--- config.mk ---
export PLATFORM = sky130hd
export DESIGN_NAME = score_keeper_flat
export DESIGN_NICKNAME = d
export VERILOG_FILES = /design/src/rtl/score_keeper_if.sv /design/src/rtl/score_keeper.sv /design/src/flat_wrapper.sv
export SDC_FILE = /design/constraint.sdc
export NUM_CORES = 1
export LEC_CHECK = 0
export BUFFER_PORTS_ARGS = -buffer_cell sky130_fd_sc_hd__buf_2
export CORE_MARGIN = 1
export CORE_UTILIZATION = 62
export DETAILED_ROUTE_END_ITERATION = 8
export GPL_ROUTABILITY_DRIVEN = 0
export PLACE_DENSITY = 0.83
export SLEW_MARGIN = 20
export SYNTH_ARGS = -nofsm -noshare
export SYNTH_HDL_FRONTEND = slang
export SYNTH_SLANG_ARGS = --single-unit
export TNS_END_PERCENT = 20
--- constraint.sdc ---
create_clock -name clk_1mhz -period 8.5 [get_ports clk_1mhz]
set_input_delay 0.425 -clock clk_1mhz [delete_from_list [all_inputs] [get_ports clk_1mhz]]
set_output_delay 0.425 -clock clk_1mhz [all_outputs]
set_load 0.01 [all_outputs]
--- src/rtl/score_keeper_if.sv ---
// Game-control inputs and display/status outputs of the whack-a-mole score keeper.
// The master side drives the control pulses; the slave side is the score keeper.
interface score_keeper_if;
    logic       start;
    logic       game_over;
    logic       hit;
    logic       miss;
    logic [9:0] score;
    logic [6:0] base_score;
    logic [9:0] high_score;
    logic       playing;
    logic       score_upd;
    logic       saturated;

    modport master (
        output start, game_over, hit, miss,
        input  score, base_score, high_score, playing, score_upd, saturated
    );

    modport slave (
        input  start, game_over, hit, miss,
        output score, base_score, high_score, playing, score_upd, saturated
    );
endinterface

--- src/rtl/score_keeper.sv ---
// Score keeper: a hit adds base_score to score, and every COMBO_STEP consecutive hits
// raise base_score. All outputs are registered.
module score_keeper #(
    parameter int COMBO_STEP = 3,
    parameter int BASE_MAX   = 10,
    parameter int SCORE_MAX  = 999
) (
    input  logic          clk_1mhz,
    input  logic          rst,
    score_keeper_if.slave bus
);
    localparam int CW = (COMBO_STEP < 2) ? 1 : $clog2(COMBO_STEP + 1);

    typedef enum logic [1:0] {IDLE, PLAY, OVER} state_t;

    state_t        state_q, state_d;
    logic [9:0]    score_q, score_d;
    logic [6:0]    base_q, base_d;
    logic [9:0]    high_q, high_d;
    logic [CW-1:0] combo_q, combo_d;
    logic          playing_q, playing_d;
    logic          upd_q, upd_d;
    logic          sat_q, sat_d;

    logic [10:0]   sum;
    logic [CW-1:0] combo_inc;

    // Widened to 11 bits so the score plus base_score sum cannot wrap before it is clipped.
    assign sum       = {1'b0, score_q} + {4'd0, base_q};
    assign combo_inc = combo_q + CW'(1);

    always_comb begin
        // NOTE: every signal gets a default first, so no path leaves one unassigned and no latch is inferred.
        state_d = state_q;
        score_d = score_q;
        base_d  = base_q;
        high_d  = high_q;
        combo_d = combo_q;
        upd_d   = 1'b0;
        sat_d   = sat_q;

        if (bus.start) begin
            state_d = PLAY;
            score_d = '0;
            base_d  = 7'd1;
            combo_d = '0;
            sat_d   = 1'b0;
        end else if (state_q == PLAY) begin
            if (bus.miss) begin
                base_d  = 7'd1;
                combo_d = '0;
                upd_d   = 1'b1;
            end else if (bus.hit) begin
                upd_d = 1'b1;
                if (sum > 11'(SCORE_MAX)) begin
                    score_d = 10'(SCORE_MAX);
                    sat_d   = 1'b1;
                end else begin
                    score_d = sum[9:0];
                end
                // The combo count clears even when base_score is already at its cap.
                if (combo_inc == CW'(COMBO_STEP)) begin
                    combo_d = '0;
                    if (base_q < 7'(BASE_MAX)) base_d = base_q + 7'd1;
                end else begin
                    combo_d = combo_inc;
                end
            end

            // A hit or miss in the same cycle is already folded into score_d here.
            if (bus.game_over) begin
                state_d = OVER;
                if (score_d > high_q) high_d = score_d;
            end
        end

        playing_d = (state_d == PLAY);
    end

    always_ff @(posedge clk_1mhz or posedge rst) begin
        if (rst) begin
            state_q   <= IDLE;
            score_q   <= '0;
            base_q    <= '0;
            high_q    <= '0;
            combo_q   <= '0;
            playing_q <= 1'b0;
            upd_q     <= 1'b0;
            sat_q     <= 1'b0;
        end else begin
            // NOTE: non-blocking assignments so every register samples the values from before this edge.
            state_q   <= state_d;
            score_q   <= score_d;
            base_q    <= base_d;
            high_q    <= high_d;
            combo_q   <= combo_d;
            playing_q <= playing_d;
            upd_q     <= upd_d;
            sat_q     <= sat_d;
        end
    end

    assign bus.score      = score_q;
    assign bus.base_score = base_q;
    assign bus.high_score = high_q;
    assign bus.playing    = playing_q;
    assign bus.score_upd  = upd_q;
    assign bus.saturated  = sat_q;
endmodule

--- src/flat_wrapper.sv ---
// flat-port wrapper written by rule: the top's interface ports become plain ports
module score_keeper_flat 
#(
    parameter int COMBO_STEP = 3,
    parameter int BASE_MAX   = 10,
    parameter int SCORE_MAX  = 999
)
  (clk_1mhz, rst, bus_start, bus_game_over, bus_hit, bus_miss, bus_score, bus_base_score, bus_high_score, bus_playing, bus_score_upd, bus_saturated);
  score_keeper_if bus_i ();
  input  logic clk_1mhz;
  input  logic rst;
  input wire logic [$bits(bus_i.start)-1:0] bus_start;
  input wire logic [$bits(bus_i.game_over)-1:0] bus_game_over;
  input wire logic [$bits(bus_i.hit)-1:0] bus_hit;
  input wire logic [$bits(bus_i.miss)-1:0] bus_miss;
  output wire logic [$bits(bus_i.score)-1:0] bus_score;
  output wire logic [$bits(bus_i.base_score)-1:0] bus_base_score;
  output wire logic [$bits(bus_i.high_score)-1:0] bus_high_score;
  output wire logic [$bits(bus_i.playing)-1:0] bus_playing;
  output wire logic [$bits(bus_i.score_upd)-1:0] bus_score_upd;
  output wire logic [$bits(bus_i.saturated)-1:0] bus_saturated;
  assign bus_i.start = bus_start;
  assign bus_i.game_over = bus_game_over;
  assign bus_i.hit = bus_hit;
  assign bus_i.miss = bus_miss;
  assign bus_score = bus_i.score;
  assign bus_base_score = bus_i.base_score;
  assign bus_high_score = bus_i.high_score;
  assign bus_playing = bus_i.playing;
  assign bus_score_upd = bus_i.score_upd;
  assign bus_saturated = bus_i.saturated;
  score_keeper #(.COMBO_STEP(COMBO_STEP), .BASE_MAX(BASE_MAX), .SCORE_MAX(SCORE_MAX)) u_core (.clk_1mhz(clk_1mhz), .rst(rst), .bus(bus_i));
endmodule
# == Word-level counts from Yosys, hierarchy flattened ==
# Index checks and enable logic that the tools add are counted.
# op_classes
add_sub_neg,3
n_lt_le_gt_ge,3
n_eq_ne,4
mux,30
bitwise,1
n_reduce_logical,10
# op_table
operator,count
$mux 10,7
$mux 7,6
$mux 2,8
$reduce_and 4->1,3
$add 10x7->11,1
$gt 11x10->1 const B,1
$gt 10x10->1,1
$mux 1,9
$reduce_bool 3->1,3
$add 7x1->7 const B,1
$lt 7x4->1 const B,1
$reduce_bool 2->1,3
$eq 2x1->1 const B,2
$add 2x1->2 const B,1
$eq 2x2->1 const B,1
$ne 2x2->1 const B,1
$reduce_and 2->1,1
$not 1->1,1
# word_totals
ff_bits,34
word_cells,59

# == Depth between registers and ports, before layout ==
# depth
depth_word,9
ltp_mapped,15
ltp_nobuf,15

# == Least setup slack after synthesis ==
# No wires, ideal clock.
# synth_timing
path_kind,flip-flop to flip-flop
start,"reg u_core.base_q[0], in the netlist u_core.bus.base_score[0]"
end,"reg u_core.high_q[8], in the netlist u_core.bus.high_score[8]"
setup_ns,0.125
arrival_ns,4.133
t_required_ns,8.375
slack_ns,4.243
path_stages_with_launch,16
n_path_buf,0
synth_period_minus_slack_ns,4.257
cell_sequence,dfrtp_1 ha_1 fa_1 a211oi_4 and3b_1 a32oi_1 a2111oi_4 a21o_1 a31oi_1 ha_1 and3_1 or3b_1 o221ai_2 nand2_2 inv_1 mux2_2
# synth_between
elab_chain_len,9
# synth_rtl
item,line,source
"start, declared",score_keeper.sv:18,"logic [6:0] base_q, base_d;"
"start signal, assigned",score_keeper.sv:94,base_q <= base_d;
$add 10x7->11 (*),score_keeper.sv:29,"assign sum = {1'b0, score_q} + {4'd0, base_q};"
$gt 11x10->1,score_keeper.sv:55,if (sum > 11'(SCORE_MAX)) begin
$mux 10 (*),score_keeper.sv:55,
$mux 10 (*),score_keeper.sv:53,end else if (bus.hit) begin
$mux 10 (*),score_keeper.sv:49,if (bus.miss) begin
$mux 10 (*),score_keeper.sv:48,end else if (state_q == PLAY) begin
$mux 10 (*),score_keeper.sv:42,if (bus.start) begin
$gt 10x10->1,score_keeper.sv:73,if (score_d > high_q) high_d = score_d;
$reduce_and 4->1 (no source line),--,
"end signal, assigned",score_keeper.sv:95,high_q <= high_d;
"end, declared",score_keeper.sv:19,"logic [9:0] high_q, high_d;"
# Every way passes the cells marked *; elsewhere a longest branch is shown, timed or not. The select of a mux whose other input is x is not followed.
# A chain may end at the register's enable or synchronous reset.

# == Worst setup path in the final report ==
# Same ends and word-level chain as after synthesis.

==> results.md <==
* RSZ-0062 raised after global routing: no
* Power density over cell area at ~160 nW/um^2
* Flop and latch count out of synthesis at 34
* Max H-tree Level at 2
* Leakage power figure at ~1.3 nW
* CTS clk-pin slew, worst paths at 70 ps
* Number of buffers between clock root and the deepest sink at 2
* Number of enable flip-flop cells after synthesis at 0
* Buffer type at the clock tree root: sky130_fd_sc_hd__clkbuf_8
* Fraction of the yosys area taken by sequential cells at 0.340
* Mapped Nets at 303
* Core Region at 3770 sq um
* Instance count after placement with tap cells included at between 300 and 400
* Transition time at the pin with the least slew margin at around 1000 ps
* Clock tree from TritonCTS: built
* Largest net degree at the start of global routing at 35
* Top-level I/O count at 36
* Detail-routed net length per standard cell at ~18 um
* Sum of negative setup slack at 0 ps
* Synthesized instance count at between 200 and 300
* Largest fanout of any net on the critical path at 10
* Overflow after GRT at 0
* Initial cell density of the core at 0.664
* Worst path arrival time at 4820 ps
* Largest clock skew in the final design at 7.59 ps
* Slack of the worst reg-to-reg path at slightly below 4000 ps
* Critical R2R Launch: u_core.bus.base_score[0]
* Async SR Flop Fraction at 1.00
* Worst hold path class: input pin to async pin
* Vias in the first global route at roughly 2,100
* Final antenna-violating net count at 0
* Part of the cycle the worst path needs at 0.546
* Number of detailed-route iterations in the first pass at 4
* Via Count at roughly 2,300
* Total routing usage reported by global routing at 0.326
* Number of pins with negative max-slew slack in the final report at 0
* DRC at 0
* Average instance area after synthesis at 9.00 sq um
* Number of non-filler instances in the completed layout at 360
* Number of failing setup endpoints in the final timing report at 0
* Hold violation count in the final report at 0
* Die Ht at approximately 66 um
* Chain of cells forming the critical path: ha_1 > fa_1 > a211oi_4 > o21ai_0 > a22o_1 > a2111oi_4 > a21o_1 > a31oi_1 > ha_1 > and3_1 > or3b_1 > o221ai_2 > nand2_2 > inv_1 > mux2_2
* Std-Cell Rows at 22
* Achievable clock frequency at 215 MHz
* Data required time at the worst endpoint at around 8700 ps
* Max incr delay on CP at 470 ps
* First-pass GRT wire length at 10.4 mm
* Classification of the worst setup path: flop to flop
* # diodes at 0
* Count of clock tree sinks at 34
* # Max-Cap Violations at 0
* Buffers added on ports at 35
* Result of the run: finished, final reports clean
* Violation count after the first detailed-routing iteration at between 150 and 200
* Final net count at between 300 and 400
* Netlist area before placement at ~2500 sq um
* Die Footprint at 4290 sq um
* CP Capture Type: flop
* Count of unique library cells instantiated by Yosys at 65
* Number of buffers created by CTS at 5
* Cell depth of the worst flop-to-flop path at 15
* Synthesis-to-finish area growth at 11.2%
* Fraction of layout cells with a size suffix above 1 at 0.218
* Half-perimeter wire length of the detailed placement result at roughly 4.7 mm
* Width of the die at between 60 and 70 um
* Clock latency on the worst-skew pair at about 290 ps
* Antenna violations before repair at 0
* Worst slew slack as a fraction of its limit at 0.306
* Vias per cell at approximately 6.5
* Crit start category: flop
* Critical Path Slowest Stage Cell: sky130_fd_sc_hd__fa_1
* Library cell appearing most often on the critical path: sky130_fd_sc_hd__ha_1
* Critical Path Start: u_core.bus.base_score[0]
* Flip-flop cell with the highest count after synthesis: sky130_fd_sc_hd__dfrtp_1
* Drt total wl at around 6.3 mm
* # hold bufs at CTS at 0
* Worst R2R End: u_core.bus.high_score[8]
* Setup repair bufs after CTS at 0
* Gates resized, CTS repair at 0
* # fillers at ~300
* Tmin final at 4640 ps
* Peak ir drop on the vdd network at 0.000137 V
* Yosys synthesis warning count at 0
## cells in the final DEF, fill, tap and decap left out, drive strengths merged, types with 2 or more instances in the layout
| cell type | Yosys | layout |
|---|---|---|
| buf | 3 | 37 |
| nor2 | 35 | 35 |
| dfrtp | 34 | 34 |
| nand2 | 28 | 28 |
| a21oi | 19 | 19 |
| ha | 18 | 18 |
| inv | 15 | 15 |
| o21ai | 13 | 13 |
| a31oi | 12 | 12 |
| nand3 | 7 | 7 |
| mux2 | 7 | 7 |
| clkbuf | 6 | 6 |
| xor2 | 5 | 5 |
| nor3 | 4 | 4 |
| a22oi | 4 | 4 |
| and2 | 4 | 4 |
| o21a | 4 | 4 |
| xnor2 | 4 | 4 |
| a21o | 4 | 4 |
| nor2b | 3 | 3 |
| nand4 | 3 | 3 |
| o31ai | 3 | 3 |
| a41oi | 3 | 3 |
| a211oi | 3 | 3 |
| o211ai | 3 | 3 |
| and3 | 3 | 3 |
| a211o | 2 | 2 |
| a2bb2oi | 2 | 2 |
| o2111a | 2 | 2 |
| nand2b | 2 | 2 |
| a31o | 2 | 2 |
| o32ai | 2 | 2 |
| mux2i | 2 | 2 |
## critical path, delay by kind of cell, from the launching register on
| family | cells | cell delay (ps) |
|---|---|---|
| flops | 1 | 450 |
| simple gates | 3 | 740 |
| buf+inv | 1 | 210 |
| fa+ha+maj | 3 | 1050 |
| mux | 1 | 350 |
| compound gates | 7 | 1730 |
## layer usage
metal	vias to the layer above	routed length [um]	GRT usage	part of all wire
met4	0	178	0.136	0.028
met3	19	366	0.0660	0.058
met2	106	2990	0.522	0.47
met1	1127	2770	0.427	0.44
met5	-	0	0	0
li1	1083	-	-	-
## sequential cells by signal, summed over array words and instances, names as in the netlist
| name | cells |
|---|---|
| u_core.bus.base_score | 7 |
| u_core.state_q | 2 |
| u_core.bus.high_score | 10 |
| u_core.bus.score | 10 |
| u_core.combo_q | 2 |
| u_core.bus.score_upd | 1 |
| u_core.bus.saturated | 1 |
| u_core.bus.playing | 1 |
## metrics by stage
| stage | setup WS [ps] | power [mW] | util | hold slack [ps] | instance area (sq um) |
|---|---|---|---|---|---|
| floorplan | 4240 | 0.294 | - | 496 | 2500 |
| global placement | 4080 | 0.337 | 0.716 | 488 | 2700 |
| detailed placement | 3930 | 0.339 | 0.716 | 491 | 2700 |
| CTS | 3900 | 0.458 | 0.738 | 221 | 2780 |
| global route | 3590 | 0.485 | 0.738 | 261 | 2780 |
| finish | 3860 | 0.455 | 0.738 | 215 | 2780 |
## Yosys cell counts, types with 2 or more instances
cell                        count  area [sq um]
sky130_fd_sc_hd__a21oi_1       18          90.1
sky130_fd_sc_hd__o2111a_1       2          22.5
sky130_fd_sc_hd__and2_1         4          25.0
sky130_fd_sc_hd__mux2_2         6          67.6
sky130_fd_sc_hd__nand3_1        6          30.0
sky130_fd_sc_hd__inv_1         15          56.3
sky130_fd_sc_hd__ha_1          18           225
sky130_fd_sc_hd__xor2_1         4          35.0
sky130_fd_sc_hd__a31o_2         2          17.5
sky130_fd_sc_hd__nor2b_1        3          18.8
sky130_fd_sc_hd__and3_1         2          12.5
sky130_fd_sc_hd__o21ai_0       11          55.1
sky130_fd_sc_hd__a31oi_2        2          25.0
sky130_fd_sc_hd__a211oi_2       2          25.0
sky130_fd_sc_hd__xnor2_1        3          26.3
sky130_fd_sc_hd__o211ai_1       2          15.0
sky130_fd_sc_hd__nand2_1       27           101
sky130_fd_sc_hd__a211o_1        2          17.5
sky130_fd_sc_hd__nor3_1         4          20.0
sky130_fd_sc_hd__dfrtp_1       34           851
sky130_fd_sc_hd__o32ai_1        2          17.5
sky130_fd_sc_hd__a22oi_1        4          30.0
sky130_fd_sc_hd__nand4_1        3          18.8
sky130_fd_sc_hd__a21o_1         3          22.5
sky130_fd_sc_hd__a31oi_1       10          62.6
sky130_fd_sc_hd__o31ai_1        3          22.5
sky130_fd_sc_hd__nor2_1        35           131
sky130_fd_sc_hd__a41oi_1        3          26.3
sky130_fd_sc_hd__buf_6          2          22.5
sky130_fd_sc_hd__nand2b_1       2          12.5
sky130_fd_sc_hd__mux2i_1        2          20.0
sky130_fd_sc_hd__clkbuf_1       6          22.5
sky130_fd_sc_hd__a2bb2oi_1      2          17.5
sky130_fd_sc_hd__o21a_1         3          22.5
## power breakdown
group          total (mW)  leakage [nW]  internal [mW]  switching [mW]
Sequential          0.197         0.450          0.181          0.0153
Clock               0.117        0.0431         0.0623          0.0545
Combinational       0.142         0.816         0.0585          0.0834
Total               0.455          1.31          0.302           0.153
## cell families after synthesis
family / Yosys count / synth area share
muxes: 9 / 0.0395
buffers and inverters: 25 / 0.0450
xor gates and xnor gates: 9 / 0.0375
and+or+nand+nor: 95 / 0.176
AOI/OAI and AO/OA: 87 / 0.265
adders and majority gates: 19 / 0.0980
DFF: 34 / 0.340
## cell type report
class / instances / area [sq um] / area share
Clock buffer: 6 / 82.6 / 0.0297
Inverter: 16 / 60.1 / 0.0216
Multi-Input combinational cell: 219 / 1540 / 0.553
Sequential cell: 34 / 851 / 0.306
Tap cell: 48 / 60.1 / 0.0216
Timing Repair Buffer: 37 / 190 / 0.0683
## how the worst max path moves through the flow
| stage | endpoint | slack [ps] | depth (start not counted) |
|---|---|---|---|
| floorplan | u_core.bus.high_score[8] | 4240 | 15 |
| global placement | u_core.bus.high_score[8] | 4080 | 15 |
| detailed placement | u_core.bus.high_score[9] | 3930 | 15 |
| CTS | u_core.bus.high_score[9] | 3900 | 15 |
| global route | u_core.bus.high_score[4] | 3590 | 15 |
| finish | u_core.bus.high_score[8] | 3860 | 15 |
(Power assumes the default switching activity.)
